File: src/rtl/core_mem_arbiter.sv
// core_mem_arbiter
//   Lets the IFU and the LSU share one memory port. Only one transaction is in flight at a time.
//   The arbiter accepts a request, sends it to memory, captures the reply and hands the reply
//   back to the requester that was granted. The LSU normally has priority. The IFU is forced
//   to win once it has lost STARVE_MAX LSU grants in a row while it was waiting.
//
// Ports
//   clk, rst                      clock (rising edge); synchronous active-high reset
//   ifu_req_valid/ready/addr      IFU fetch request (read only)
//   ifu_rsp_valid/ready/rdata     IFU response
//   lsu_req_valid/ready/addr/wen/wdata/wmask   LSU load/store request
//   lsu_rsp_valid/ready/rdata     LSU response (rdata is 0 for stores)
//   mem_req_valid/ready/addr/wen/wdata/wmask   request to memory, fields held while pending
//   mem_rsp_valid/rdata           memory reply pulse (no back-pressure)
//   proto_err                     sticky; memory replied when no reply was expected

module core_mem_arbiter #(
  parameter int unsigned XLEN       = 32,
  parameter int unsigned MASK_W     = XLEN / 8,
  parameter int unsigned STARVE_MAX = 4
) (
  input  logic              clk,
  input  logic              rst,
  input  logic              ifu_req_valid,
  output logic              ifu_req_ready,
  input  logic [XLEN-1:0]   ifu_req_addr,
  output logic              ifu_rsp_valid,
  input  logic              ifu_rsp_ready,
  output logic [XLEN-1:0]   ifu_rsp_rdata,
  input  logic              lsu_req_valid,
  output logic              lsu_req_ready,
  input  logic [XLEN-1:0]   lsu_req_addr,
  input  logic              lsu_req_wen,
  input  logic [XLEN-1:0]   lsu_req_wdata,
  input  logic [MASK_W-1:0] lsu_req_wmask,
  output logic              lsu_rsp_valid,
  input  logic              lsu_rsp_ready,
  output logic [XLEN-1:0]   lsu_rsp_rdata,
  output logic              mem_req_valid,
  input  logic              mem_req_ready,
  output logic [XLEN-1:0]   mem_req_addr,
  output logic              mem_req_wen,
  output logic [XLEN-1:0]   mem_req_wdata,
  output logic [MASK_W-1:0] mem_req_wmask,
  input  logic              mem_rsp_valid,
  input  logic [XLEN-1:0]   mem_rsp_rdata,
  output logic              proto_err
);

  localparam logic [3:0] StarveMax = 4'(STARVE_MAX);

  typedef enum logic [1:0] {StIdle, StIssue, StWait, StResp} state_e;

  state_e            state_q, state_d;
  logic              owner_ifu_q, owner_ifu_d;
  logic [XLEN-1:0]   addr_q, addr_d;
  logic              wen_q, wen_d;
  logic [XLEN-1:0]   wdata_q, wdata_d;
  logic [MASK_W-1:0] wmask_q, wmask_d;
  logic [XLEN-1:0]   rdata_q, rdata_d;
  logic [3:0]        starve_q, starve_d;
  logic              proto_err_q, proto_err_d;

  logic ifu_starved, lsu_win, ifu_win;

  // The LSU wins unless the IFU is waiting and has already lost STARVE_MAX grants in a row.
  assign ifu_starved = ifu_req_valid && (starve_q == StarveMax);
  assign lsu_win     = lsu_req_valid && !ifu_starved;
  assign ifu_win     = ifu_req_valid && !lsu_win;

  always_comb begin
    state_d       = state_q;
    owner_ifu_d   = owner_ifu_q;
    addr_d        = addr_q;
    wen_d         = wen_q;
    wdata_d       = wdata_q;
    wmask_d       = wmask_q;
    rdata_d       = rdata_q;
    starve_d      = starve_q;
    proto_err_d   = proto_err_q;
    ifu_req_ready = 1'b0;
    lsu_req_ready = 1'b0;
    ifu_rsp_valid = 1'b0;
    ifu_rsp_rdata = '0;
    lsu_rsp_valid = 1'b0;
    lsu_rsp_rdata = '0;
    mem_req_valid = 1'b0;
    mem_req_addr  = '0;
    mem_req_wen   = 1'b0;
    mem_req_wdata = '0;
    mem_req_wmask = '0;

    unique case (state_q)
      StIdle: begin
        // Readies are held low while reset is asserted, so no handshake is seen during reset.
        lsu_req_ready = !rst && lsu_win;
        ifu_req_ready = !rst && ifu_win;
        if (lsu_req_ready) begin
          owner_ifu_d = 1'b0;
          addr_d      = lsu_req_addr;
          wen_d       = lsu_req_wen;
          wdata_d     = lsu_req_wdata;
          wmask_d     = lsu_req_wmask;
          if (ifu_req_valid && (starve_q != StarveMax)) begin
            starve_d = starve_q + 4'd1;
          end
          state_d = StIssue;
        end else if (ifu_req_ready) begin
          owner_ifu_d = 1'b1;
          addr_d      = ifu_req_addr;
          wen_d       = 1'b0;
          wdata_d     = '0;
          wmask_d     = '0;
          starve_d    = 4'd0;
          state_d     = StIssue;
        end
      end
      StIssue: begin
        mem_req_valid = 1'b1;
        mem_req_addr  = addr_q;
        mem_req_wen   = wen_q;
        mem_req_wdata = wdata_q;
        mem_req_wmask = wmask_q;
        if (mem_req_ready) begin
          state_d = StWait;
        end
      end
      StWait: begin
        if (mem_rsp_valid) begin
          // Stores return 0 regardless of what memory drives.
          rdata_d = wen_q ? '0 : mem_rsp_rdata;
          state_d = StResp;
        end
      end
      StResp: begin
        if (owner_ifu_q) begin
          ifu_rsp_valid = 1'b1;
          ifu_rsp_rdata = rdata_q;
          if (ifu_rsp_ready) begin
            state_d = StIdle;
          end
        end else begin
          lsu_rsp_valid = 1'b1;
          lsu_rsp_rdata = rdata_q;
          if (lsu_rsp_ready) begin
            state_d = StIdle;
          end
        end
      end
      default: state_d = StIdle;
    endcase

    if (mem_rsp_valid && (state_q != StWait)) begin
      proto_err_d = 1'b1;
    end
  end

  assign proto_err = proto_err_q;

  always_ff @(posedge clk) begin
    if (rst) begin
      state_q     <= StIdle;
      owner_ifu_q <= 1'b0;
      addr_q      <= '0;
      wen_q       <= 1'b0;
      wdata_q     <= '0;
      wmask_q     <= '0;
      rdata_q     <= '0;
      starve_q    <= 4'd0;
      proto_err_q <= 1'b0;
    end else begin
      state_q     <= state_d;
      owner_ifu_q <= owner_ifu_d;
      addr_q      <= addr_d;
      wen_q       <= wen_d;
      wdata_q     <= wdata_d;
      wmask_q     <= wmask_d;
      rdata_q     <= rdata_d;
      starve_q    <= starve_d;
      proto_err_q <= proto_err_d;
    end
  end

endmodule

File: config.mk
export PLATFORM = sky130hd
export DESIGN_NAME = core_mem_arbiter
export DESIGN_NICKNAME = d
export VERILOG_FILES = /design/src/rtl/core_mem_arbiter.sv
export SDC_FILE = /design/constraint.sdc
export NUM_CORES = 1
export LEC_CHECK = 0
export ABC_CLOCK_PERIOD_IN_PS = 2700
export CAP_MARGIN = 0
export CORE_AREA = 2 2 102 129
export DETAILED_ROUTE_END_ITERATION = 8
export DIE_AREA = 0 0 104 131
export HOLD_SLACK_MARGIN = 0.1
export MAX_ROUTING_LAYER = met4
export PLACE_DENSITY = 0.92
export SYNTH_ARGS = -nofsm -noshare
export SYNTH_HDL_FRONTEND = slang
export SYNTH_SLANG_ARGS = --single-unit
export TNS_END_PERCENT = 10
File: constraint.sdc
create_clock -name clk -period 2.7 [get_ports clk]
set_input_delay 0.54 -clock clk [delete_from_list [all_inputs] [get_ports clk]]
set_output_delay 0.54 -clock clk [all_outputs]
set_load 0.05 [all_outputs]
==> qor.csv <==
stage;metric;value;unit
floorplanning;Rows;46;
global_routing;first-pass GRT wire length;28900;µm
power_and_ir_drop;VDD IR-drop max;0.433;mV
synthesis;xor and xnor area share after synthesis;0;%
power_and_ir_drop;Leak;3.89;nW
synthesis;EDFF count, synth;0;
timing;Worst Tran Pin Value;0.794;ns
cells_and_area;fillcell total;699;
worst_setup_path;FF-to-FF End;addr_q[20];
synthesis;largest family of logic cells by synthesized area;simple AND/OR/NAND/NOR gates;
floorplanning;die width;104;µm
synthesis;synthesized cell area;5130;µm²
synthesis;post-synth cell types;34;
synthesis;async set-reset flop share out of synthesis;0;%
synthesis;Yosys reg bits;109;
timing;Max Slew Vio Count;0;
global_routing;Total GRT Usage;27.4;%
run_status;status;finished clean;
power_and_ir_drop;Pwr Density;582;nW/µm²
global_routing;initial antenna violation count;0;
clock_tree;CTS sink cnt;109;
route;final antenna-violating net count;0;
cells_and_area;Layout Nets;1014;
synthesis;syn_area_per_cell;8.32;µm²
timing;final worst path period share;87.7;%
synthesis;Yosys top cell area share;42.5;%
placement;post-place setup slack;0.332;ns
route;initial drt markers;239;
global_routing;largest net degree at the start of global routing;77;
route;routed vias/inst;5.26;
clock_tree;Worst-path clk slew;0.08;ns
clock_tree;root buffer cell;clkbuf_16;
timing;Post-Route Setup TNS;0;ns
clock_tree;CTS tree;built;
clock_tree;CTS H-tree depth;3;
timing;Clock Skew;0.00708;ns
timing;max_slew headroom;47.0;%
timing;endpoints failing setup;0;
worst_setup_path;R2R cell count;7;
global_routing;gr ovfl total;0;
cells_and_area;fraction of layout cells with a size suffix above 1;20.1;%
route;DRT Pass-1 Iters;7;
synthesis;post-synthesis cell count;617;
min_path;Worst Hold Depth;1;
flow_run;max-cap viol count;0;
placement;PortBufs;279;
worst_setup_path;Reg2Reg Setup Slack;0.58;ns
cells_and_area;area grow syn2layout;88.7;%
timing;min Tclk post-route;2.37;ns
timing;Fin. Hold Viols;0;
synthesis;syn nets;765;
floorplanning;core area;12400;µm²
synthesis;most frequent cell after synthesis;dfxtp_1;
route;via count;5466;
clock_tree;hold_buf cts;0;
min_path;hold path endpoint;wdata_q[10];
worst_setup_path;RR Startpoint;state_q[1];
floorplanning;DIE AREA;13600;µm²
timing;final setup margin;0.333;ns
worst_setup_path;crit-path cells;clkdlybuf4s50_1 > nand4b_1 > and2_1 > nor3b_2 > buf_4;
clock_tree;clock latency on the worst-skew pair;0.34;ns
clock_tree;clock buffer depth;2;
clock_tree;post_cts resized;0;
worst_setup_path;critical path's slowest cell;clkdlybuf4s50_1;
worst_setup_path;critical path's top delay family;buffers and inverters;
worst_setup_path;Worst Path Arrival;1.83;ns
route;drt wl/cell;17.4;µm
worst_setup_path;slowest stage delay, CP;0.55;ns
timing;RSZ-0062 raised after global routing;no;
global_routing;vias in the first global route;5591;
cells_and_area;ant diodes;0;
synthesis;mux contribution to synthesized area;0.390;%
route;DR DRC count;0;
timing;fmax;0.423;GHz
worst_setup_path;crit-path max FO;5;
synthesis;sequential area share after synthesis;42.5;%
worst_setup_path;crit path buf inv count;2;
min_path;Hold Crit Class;reg -> reg;
placement;Final HPWL DP;13700;µm
worst_setup_path;CP endpoint kind;output pin;
clock_tree;total CTS buffers;9;
synthesis;Post-Synth Simple-Gate Area;33.3;%
floorplanning;die height;131;µm
min_path;worst hold start;wdata_q[10];
clock_tree;setup bufs post-CTS;0;
floorplanning;io pins;280;
synthesis;Yosys top cell by area;dfxtp_1;
synthesis;adder-cell share of the synthesized area;1.71;%
worst_setup_path;Critical Path RT;2.16;ns
synthesis;Synth Area in Compound Gates;16.6;%
synthesis;warnings from Yosys;0;
synthesis;main flop type after synthesis;dfxtp_1;
route;Routed WL;18100;µm
worst_setup_path;critical path class;in -> out;
floorplanning;Initial Utilization;41.3;%
worst_setup_path;Worst setup SP type;input pin;
synthesis;most common library cells after synthesis;dfxtp_1, and2_1, nand2_1, nor2_1;
synthesis;top post-synthesis cells by area;dfxtp_1, and2_1, a22o_1, a311oi_1, nand2_1;
placement;GPL Wtd Cong;0.848;
[flip-flops by register name (all words and copies together) (netlist names)]
| signal | flops |
|---|---|
| state_q | 2 |
| owner_ifu_q | 1 |
| addr_q | 32 |
| wen_q | 1 |
| rdata_q | 32 |
| proto_err | 1 |
| wmask_q | 4 |
| starve_q | 4 |
| wdata_q | 32 |
[power breakdown]
group / total, W / leakage (nW) / internal, W / switching (W)
logic: 0.00232 / 2.87 / 0.00103 / 0.00129
clock network: 0.00127 / 0.130 / 0.000640 / 0.000635
registers: 0.00204 / 0.891 / 0.00188 / 0.000164
[metrics by stage]
| stage | power [W] | area (µm²) | hold WS [ns] | utilization [%] | instances |
|---|---|---|---|---|---|
| final | 0.00564 | 9690 | 0.476 | 77.9 | 1039 |
| after global routing | 0.00592 | 9690 | 0.493 | 77.9 | 1039 |
| after CTS | 0.00567 | 9690 | 0.474 | 77.9 | 1039 |
| after detailed placement | 0.00440 | 9400 | 0.451 | 75.6 | 1023 |
| after global placement | 0.00432 | 9400 | 0.447 | 75.6 | 1023 |
| after floorplan | 0.00335 | 5140 | 0.434 | - | 617 |
[cell usage in the layout, fill, tap and decap left out, types with 37 or more instances in the layout]
master	n
clkdlybuf4s50_1	140
buf_12	140
dfxtp_1	109
and2_1	102
nand2_1	71
nor2_1	66
a22o_1	37
a21oi_1	37
[how the worst max path moves through the flow]
stage	startpoint	endpoint	slack, ns	cells past startpoint
2_1_floorplan	state_q[0]	lsu_rsp_rdata[22]	0.16	4
3_3_place_gp	ifu_req_valid	ifu_req_ready	0.34	5
3_5_place_dp	ifu_req_valid	ifu_req_ready	0.33	5
4_1_cts	ifu_req_valid	ifu_req_ready	0.33	5
5_1_grt	ifu_req_valid	ifu_req_ready	0.23	5
6_report	ifu_req_valid	ifu_req_ready	0.33	5
[metal layers]
metal	track usage [%]	wire [µm]	vias to the layer above
met5	-	0	-
li1	-	-	2603
met2	50.0	9810	238
met3	4.46	875	47
met4	11.2	664	0
met1	30.0	6740	2578
[final cells by class]
cell class / count / area, µm² / area share (%)
Timing Repair Buffer: 292 / 4290 / 44.3
Tap cell: 168 / 210 / 2.17
Sequential cell: 109 / 2180 / 22.5
Clock buffer: 9 / 225 / 2.32
Inverter: 10 / 37.5 / 0.387
Clock inverter: 7 / 60.1 / 0.620
Multi-Input combinational cell: 444 / 2680 / 27.7
[kinds of logic (layout without fill, tap and decap cells)]
| logic type | after synthesis | count (layout) |
|---|---|---|
| and+or+nand+nor | 321 | 321 |
| AOI/OAI and AO/OA | 114 | 114 |
| DFF | 109 | 109 |
| buffers and inverters | 64 | 318 |
| adders and majority gates | 7 | 7 |
| muxes | 2 | 2 |
Power figures use the tool's default switching activity.
